File: config.mk
export PLATFORM = sky130hd
export DESIGN_NAME = multi_counter_wb
export DESIGN_NICKNAME = d
export VERILOG_FILES = /design/src/rtl/multi_counter_wb.sv
export SDC_FILE = /design/constraint.sdc
export NUM_CORES = 1
export LEC_CHECK = 0
export CAP_MARGIN = 20
export CORE_MARGIN = 5
export CORE_UTILIZATION = 50
export DETAILED_ROUTE_END_ITERATION = 10
export PLACE_DENSITY = 0.77
export SYNTH_ARGS = -nofsm -noshare
export SYNTH_HDL_FRONTEND = slang
export SYNTH_SLANG_ARGS = --single-unit
File: constraint.sdc
create_clock -name wb_clk_i -period 2.84 [get_ports wb_clk_i]
set_input_delay 0.852 -clock wb_clk_i [delete_from_list [all_inputs] [get_ports wb_clk_i]]
set_output_delay 0.852 -clock wb_clk_i [all_outputs]
set_load 0.02 [all_outputs]
File: src/rtl/multi_counter_wb.sv
// multi_counter_wb: Wishbone-mapped bank of NCH up/down counters with compare match, one-shot and IRQ
module multi_counter_wb #(
  parameter int NCH = 4,
  parameter int WIDTH = 16,
  parameter logic [31:0] ADDR_BASE = 32'h3000_0000
) (
  input  logic                 wb_clk_i,
  input  logic                 wb_rst_ni,
  input  logic                 wbs_cyc_i,
  input  logic                 wbs_stb_i,
  input  logic                 wbs_we_i,
  input  logic [3:0]           wbs_sel_i,
  input  logic [31:0]          wbs_adr_i,
  input  logic [31:0]          wbs_dat_i,
  output logic                 wbs_ack_o,
  output logic [31:0]          wbs_dat_o,
  input  logic [NCH-1:0]       la_load_i,
  input  logic [WIDTH-1:0]     la_value_i,
  output logic [NCH*WIDTH-1:0] count_o,
  output logic [NCH-1:0]       irq_o
);
  logic [31:0] off, rd_d, lane_m;
  logic [3:0] ch;
  logic [1:0] rg;
  logic valid, acc, wr, unused_ok;
  logic [NCH*4-1:0] ctrl_a;
  logic [NCH*WIDTH-1:0] cmp_a;
  logic [NCH-1:0] match_a;
  assign off = wbs_adr_i - ADDR_BASE;
  assign ch = off[7:4];
  assign rg = off[3:2];
  assign valid = wbs_cyc_i && wbs_stb_i && wbs_adr_i >= ADDR_BASE && off < 32'(NCH * 16);
  assign acc = valid && !wbs_ack_o;
  assign wr = acc && wbs_we_i;
  assign lane_m = {{8{wbs_sel_i[3]}}, {8{wbs_sel_i[2]}}, {8{wbs_sel_i[1]}}, {8{wbs_sel_i[0]}}};
  assign unused_ok = ^{lane_m, wbs_dat_i};
  function automatic logic [WIDTH-1:0] merge(input logic [WIDTH-1:0] cur);
    return (wbs_dat_i[WIDTH-1:0] & lane_m[WIDTH-1:0]) | (cur & ~lane_m[WIDTH-1:0]);
  endfunction
  always_comb begin
    rd_d = '0;
    for (int i = 0; i < NCH; i++)
      if (ch == 4'(i))
        rd_d = rg == 2'd0 ? 32'(ctrl_a[i*4 +: 4]) : rg == 2'd1 ? 32'(count_o[i*WIDTH +: WIDTH]) :
               rg == 2'd2 ? 32'(cmp_a[i*WIDTH +: WIDTH]) : 32'(match_a[i]);
  end
  always_ff @(posedge wb_clk_i)
    if (!wb_rst_ni) begin
      wbs_ack_o <= 1'b0;
      wbs_dat_o <= '0;
    end else begin
      wbs_ack_o <= acc;
      wbs_dat_o <= acc && !wbs_we_i ? rd_d : '0;
    end
  for (genvar c = 0; c < NCH; c++) begin : g_ch
    logic [3:0] ctrl_q;
    logic [WIDTH-1:0] cnt_q, cmp_q, step;
    logic match_q, sel_c, hit;
    assign sel_c = wr && ch == 4'(c);
    assign step = ctrl_q[1] ? cnt_q - WIDTH'(1) : cnt_q + WIDTH'(1);
    // a step pre-empted by a bus or LA load never counts as a match
    assign hit = ctrl_q[0] && !(sel_c && rg == 2'd1) && !la_load_i[c] && step == cmp_q;
    always_ff @(posedge wb_clk_i)
      if (!wb_rst_ni) begin
        ctrl_q <= '0;
        cnt_q <= '0;
        cmp_q <= '0;
        match_q <= 1'b0;
      end else begin
        if (sel_c && rg == 2'd0) ctrl_q <= wbs_sel_i[0] ? wbs_dat_i[3:0] : ctrl_q;
        else if (hit && ctrl_q[2]) ctrl_q[0] <= 1'b0;
        if (sel_c && rg == 2'd1) cnt_q <= merge(cnt_q);
        else if (la_load_i[c]) cnt_q <= la_value_i;
        else if (ctrl_q[0]) cnt_q <= step;
        if (sel_c && rg == 2'd2) cmp_q <= merge(cmp_q);
        if (hit) match_q <= 1'b1;
        else if (sel_c && rg == 2'd3 && wbs_sel_i[0] && wbs_dat_i[0]) match_q <= 1'b0;
      end
    assign ctrl_a[c*4 +: 4] = ctrl_q;
    assign cmp_a[c*WIDTH +: WIDTH] = cmp_q;
    assign match_a[c] = match_q;
    assign count_o[c*WIDTH +: WIDTH] = cnt_q;
    assign irq_o[c] = match_q && ctrl_q[3];
  end
endmodule

==> summary.log, run 1 <==
[cts] clock latency on the worst-skew pair 0.45 ns
[run] Max-cap violations 0
[worst_setup_path] Crit path largest cell delay 0.54 ns
[routing] Iteration-0 DRC Markers 1,951
[yosys] cells after synthesis 1,628
[worst_setup_path] classification of the worst setup path reg2reg
[routing] total via count after detailed routing 15,152
[power] Cell Int Power 4.240 mW
[yosys] Post-synth EDFFs 0
[routing] Final ANT Viol Nets 0
[final_layout] antenna diode count 0
[routing] final wirelength 59.89 mm
[worst_setup_path] slowest CP cell sky130_fd_sc_hd__or4_4
[timing] Worst slew margin 50.54%
[worst_setup_path] startpoint types register
[grt] total congestion overflow after global routing 0
[cts] clock buffer count from CTS 17
[cts] CTS root buffer sky130_fd_sc_hd__clkbuf_16
[worst_setup_path] critical-path cell list fa_2 -> a21o_4 -> a21oi_4 -> xnor3_1 -> a2111oi_2 -> buf_4 -> nand4_1 -> or4_4 -> nor4_4 -> and4_1 -> a31oi_1
[grt] maximum number of pins on one net before global-route repair 135
[grt] vias in the first global route 14,250
[power] clock network fraction of design power 38.2%
[routing] detail-routed net length per standard cell 24.93 um
[timing] unrepaired setup endpoints after global routing true
[placed_design] DP HPWL 44.07 mm
[run_status] outcome finished with violations
[power] sequential power share 38.6%
[floorplanning] die height 170.0 um
[final_layout] area of combinational cells with multiple inputs 9873 um^2
[worst_setup_path] Required @ worst endpoint 3.16 ns
[yosys] Post-Syn Area 12,800 um^2
[cts] clock-pin slew reported for the worst setup and hold paths after clock tree synthesis 0.07 ns
[grt] first-pass GRT wire length 86.56 mm
[cts] Max Buffers Root-to-Sink 2
[power] power per unit of standard cell area 337.2 nW/um^2
[floorplanning] width of the die 170.0 um
[placed_design] Worst Setup Slack post-DPL -0.8829 ns
[timing] final setup violation count 5
[timing] Final WS setup -0.3292 ns
[floorplanning] Die Outline Area 28,890 um^2
[worst_hold_path] path category of the worst min-delay check reg2reg
[floorplanning] core footprint 25,180 um^2
[power] Psw 2.035 mW
[yosys] number of storage elements in the synthesis netlist 165
[worst_setup_path] data arrival at the endpoint of the critical path 3.49 ns
[power] P_leak 8.027 nW
[floorplanning] IO Pins 194
[final_layout] layout cells sized above 1 28.23%
[final_layout] Area Overhead vs Synth 45.40%
[cts] clk sinks 165
[routing] first-pass detailed-route iteration total 6
[placed_design] gp weighted congestion 1.043
[final_layout] number of nets at the end of the flow 2,212
[grt] antenna violations before repair 0
[final_layout] Final Util 73.89%
[timing] total count of max-transition violations in the final report 0
[floorplanning] number of core rows 58
[routing] DR DRC count 0
[placed_design] number of buffers inserted by port buffering 157
[final_layout] total area of sequential cells 3326 um^2
[yosys] Mapped Avg Cell Area 7.861 um^2
[floorplanning] Initial Utilization 50.82%
[grt] global routing usage summed across all routing layers 39.21%
[placed_design] area after detailed placement 16,910 um^2
[cts] number of buffers added to fix hold violations after cts 0
[worst_setup_path] critical path peak fanout 5
[yosys] proportion of synthesized flip-flops having asynchronous set or reset 0%
[timing] Final Hold Viols 0
[power] combinational power share 23.2%
[final_layout] # fillers 1,866
[yosys] number of different library cells in the post-synthesis netlist 86
[power] peak ir drop on the vdd network 336.3 uV
[timing] pin slew with the least headroom to its limit 0.7419 ns
[timing] ratio of final minimum period to clock period 111.6%
[worst_setup_path] kind of capture point of the worst setup path register
[timing] post-route minimum period 3.169 ns
[run_status] failing checks negative setup slack
[yosys] sequential fraction of the synthesis area 25.81%
[routing] ratio of routed vias to standard cells 6.308
[cts] CTS tree done
[power] switching part of the total 32.43%
[power] Final Power 6.274 mW
[timing] setup clock skew after layout 0.01880 ns
[yosys] leading register cell type out of synthesis sky130_fd_sc_hd__dfxtp_1
[final_layout] Final Cell Area 18,610 um^2
[timing] highest attainable clock frequency 315.5 MHz
[yosys] count of warnings emitted by yosys 0
[cts] Max H-tree Level 4
-- timing repair --
| item | in CTS | in global routing |
|---|---|---|
| buffers inserted | 17 | 14 |
| gates resized for setup | 113 | 146 |
| pin swaps | 41 | 88 |
| cloned | 1 | 0 |
| setup endpoints to repair | 148 | 106 |
-- metrics by stage --
step | hold slack [ns] | cells | TNS, ns
5_1_grt | 0.5022 | 2402 | -1.728
3_5_place_dp | 0.4651 | 2339 | -103.62
6_report | 0.4796 | 2402 | -0.9004
4_1_cts | 0.4743 | 2389 | -0.5756
2_1_floorplan | 0.4329 | 1643 | -1.733
3_3_place_gp | 0.4574 | 2339 | -94.91
-- cell usage after synthesis, types with 7 or more instances --
cell type	n	area, um^2
sky130_fd_sc_hd__nand2_1	141	529.3
sky130_fd_sc_hd__a22oi_1	35	262.8
sky130_fd_sc_hd__nand3_1	56	280.3
sky130_fd_sc_hd__or3_1	15	93.84
sky130_fd_sc_hd__buf_2	11	55.05
sky130_fd_sc_hd__buf_1	7	26.28
sky130_fd_sc_hd__buf_4	18	135.1
sky130_fd_sc_hd__nand4_1	9	56.30
sky130_fd_sc_hd__a211oi_1	64	480.5
sky130_fd_sc_hd__and3_1	9	56.30
sky130_fd_sc_hd__nor2_1	201	754.5
sky130_fd_sc_hd__o21bai_1	10	75.07
sky130_fd_sc_hd__a31oi_1	14	87.58
sky130_fd_sc_hd__nor4_1	18	112.6
sky130_fd_sc_hd__and2_1	15	93.84
sky130_fd_sc_hd__mux2i_1	98	980.9
sky130_fd_sc_hd__inv_1	29	108.9
sky130_fd_sc_hd__o21ai_0	59	295.3
sky130_fd_sc_hd__ha_1	56	700.7
sky130_fd_sc_hd__o21ai_1	8	40.04
sky130_fd_sc_hd__xnor3_1	8	180.2
sky130_fd_sc_hd__a21oi_1	143	715.7
sky130_fd_sc_hd__xnor2_1	61	534.3
sky130_fd_sc_hd__a211o_1	13	113.9
sky130_fd_sc_hd__mux2_2	9	101.4
sky130_fd_sc_hd__dfxtp_1	165	3303
sky130_fd_sc_hd__nor3_1	33	165.2
sky130_fd_sc_hd__a221oi_1	13	113.9
sky130_fd_sc_hd__xor2_1	38	332.8
sky130_fd_sc_hd__o22ai_1	24	150.1
sky130_fd_sc_hd__a2111oi_0	8	70.07
sky130_fd_sc_hd__o21a_1	8	60.06
sky130_fd_sc_hd__o211ai_1	23	172.7
sky130_fd_sc_hd__clkbuf_1	70	262.8
sky130_fd_sc_hd__a21o_1	17	127.6
sky130_fd_sc_hd__nor2b_1	9	56.30
-- cell type report --
class / count / area share, %
Sequential cell: 165 / 17.87
Inverter: 32 / 0.6590
Timing Repair Buffer: 508 / 23.06
Multi-Input combinational cell: 1335 / 53.06
Clock inverter: 14 / 0.7666
Tap cell: 330 / 2.219
Clock buffer: 18 / 2.360
-- placed cells by master, fill, tap and decap left out, types with 13 or more instances in the layout --
master and instances:
sky130_fd_sc_hd__a211o_1 13, sky130_fd_sc_hd__a211oi_1 55, sky130_fd_sc_hd__a21o_1 17, sky130_fd_sc_hd__a21oi_1 129, sky130_fd_sc_hd__a221oi_1 13, sky130_fd_sc_hd__a22oi_1 33
sky130_fd_sc_hd__a31oi_1 14, sky130_fd_sc_hd__and2_1 14, sky130_fd_sc_hd__buf_4 333, sky130_fd_sc_hd__clkbuf_16 17, sky130_fd_sc_hd__clkdlybuf4s50_1 129, sky130_fd_sc_hd__conb_1 16
sky130_fd_sc_hd__dfxtp_1 157, sky130_fd_sc_hd__ha_1 32, sky130_fd_sc_hd__ha_4 19, sky130_fd_sc_hd__inv_1 29, sky130_fd_sc_hd__mux2i_1 97, sky130_fd_sc_hd__nand2_1 138
sky130_fd_sc_hd__nand3_1 52, sky130_fd_sc_hd__nor2_1 199, sky130_fd_sc_hd__nor3_1 28, sky130_fd_sc_hd__o211ai_1 23, sky130_fd_sc_hd__o21ai_0 43, sky130_fd_sc_hd__o21ai_1 16
sky130_fd_sc_hd__o22ai_1 24, sky130_fd_sc_hd__xnor2_1 54, sky130_fd_sc_hd__xor2_1 35
-- logic make-up after synthesis --
logic type | share of synthesized area, %
flops | 25.81
mux | 8.809
simple gates | 19.94
xor+xnor | 8.682
buf+inv | 5.182
other cells | 0.02930
fa+ha+maj | 6.101
compound gates | 25.45
-- worst max-delay path, delay by kind of cell, from the launching register on --
family	cells	cell delay (ns)
compound gates	4	0.71
buf+inv	1	0.18
simple gates	4	1.13
fa+ha+maj	1	0.43
flops	1	0.34
xor+xnor	1	0.27
-- power by group through the flow --
stage	Sequential, mW	Combinational [mW]	Clock (mW)
3_3_place_gp	2.46	1.33	0
4_1_cts	2.41	1.36	2.37
2_1_floorplan	2.52	0.586	0
6_report	2.42	1.46	2.40
3_5_place_dp	2.46	1.34	0
5_1_grt	2.42	1.51	2.49
-- path summary, 6_finish.rpt --
| kind | depth (start not counted) | slack [ns] | start | endpoint |
|---|---|---|---|---|
| worst min register to register | 2 | 0.48 | g_ch[0].ctrl_q[3] | g_ch[0].ctrl_q[3] |
| worst max register to register | 11 | -0.33 | register | g_ch[0].ctrl_q[0] |
| worst min-delay path | 2 | 0.48 | g_ch[0].ctrl_q[3] | g_ch[0].ctrl_q[3] |
| worst max-delay path | 11 | -0.33 | register | g_ch[0].ctrl_q[0] |
-- metal layers --
metal | global-route usage (%) | up-vias | wire length, um
met5 | 0 | - | 0
met4 | 21.60 | 0 | 3918
met3 | 9.129 | 184 | 6838
met2 | 58.21 | 957 | 25430
met1 | 52.64 | 7174 | 23710
li1 | - | 6837 | -
(Power assumes the default switching activity.)
==> run 2, diff against run 1 <==
--- a/config.mk
+++ b/config.mk
@@ -8,6 +8,7 @@
 export CAP_MARGIN = 20
 export CORE_MARGIN = 5
 export CORE_UTILIZATION = 50
+export CTS_CLUSTER_SIZE = 20
 export DETAILED_ROUTE_END_ITERATION = 10
 export PLACE_DENSITY = 0.77
 export SYNTH_ARGS = -nofsm -noshare
==> results of run 2 <==
No change in the layout: final DEF, timing and power equal those of run 1.
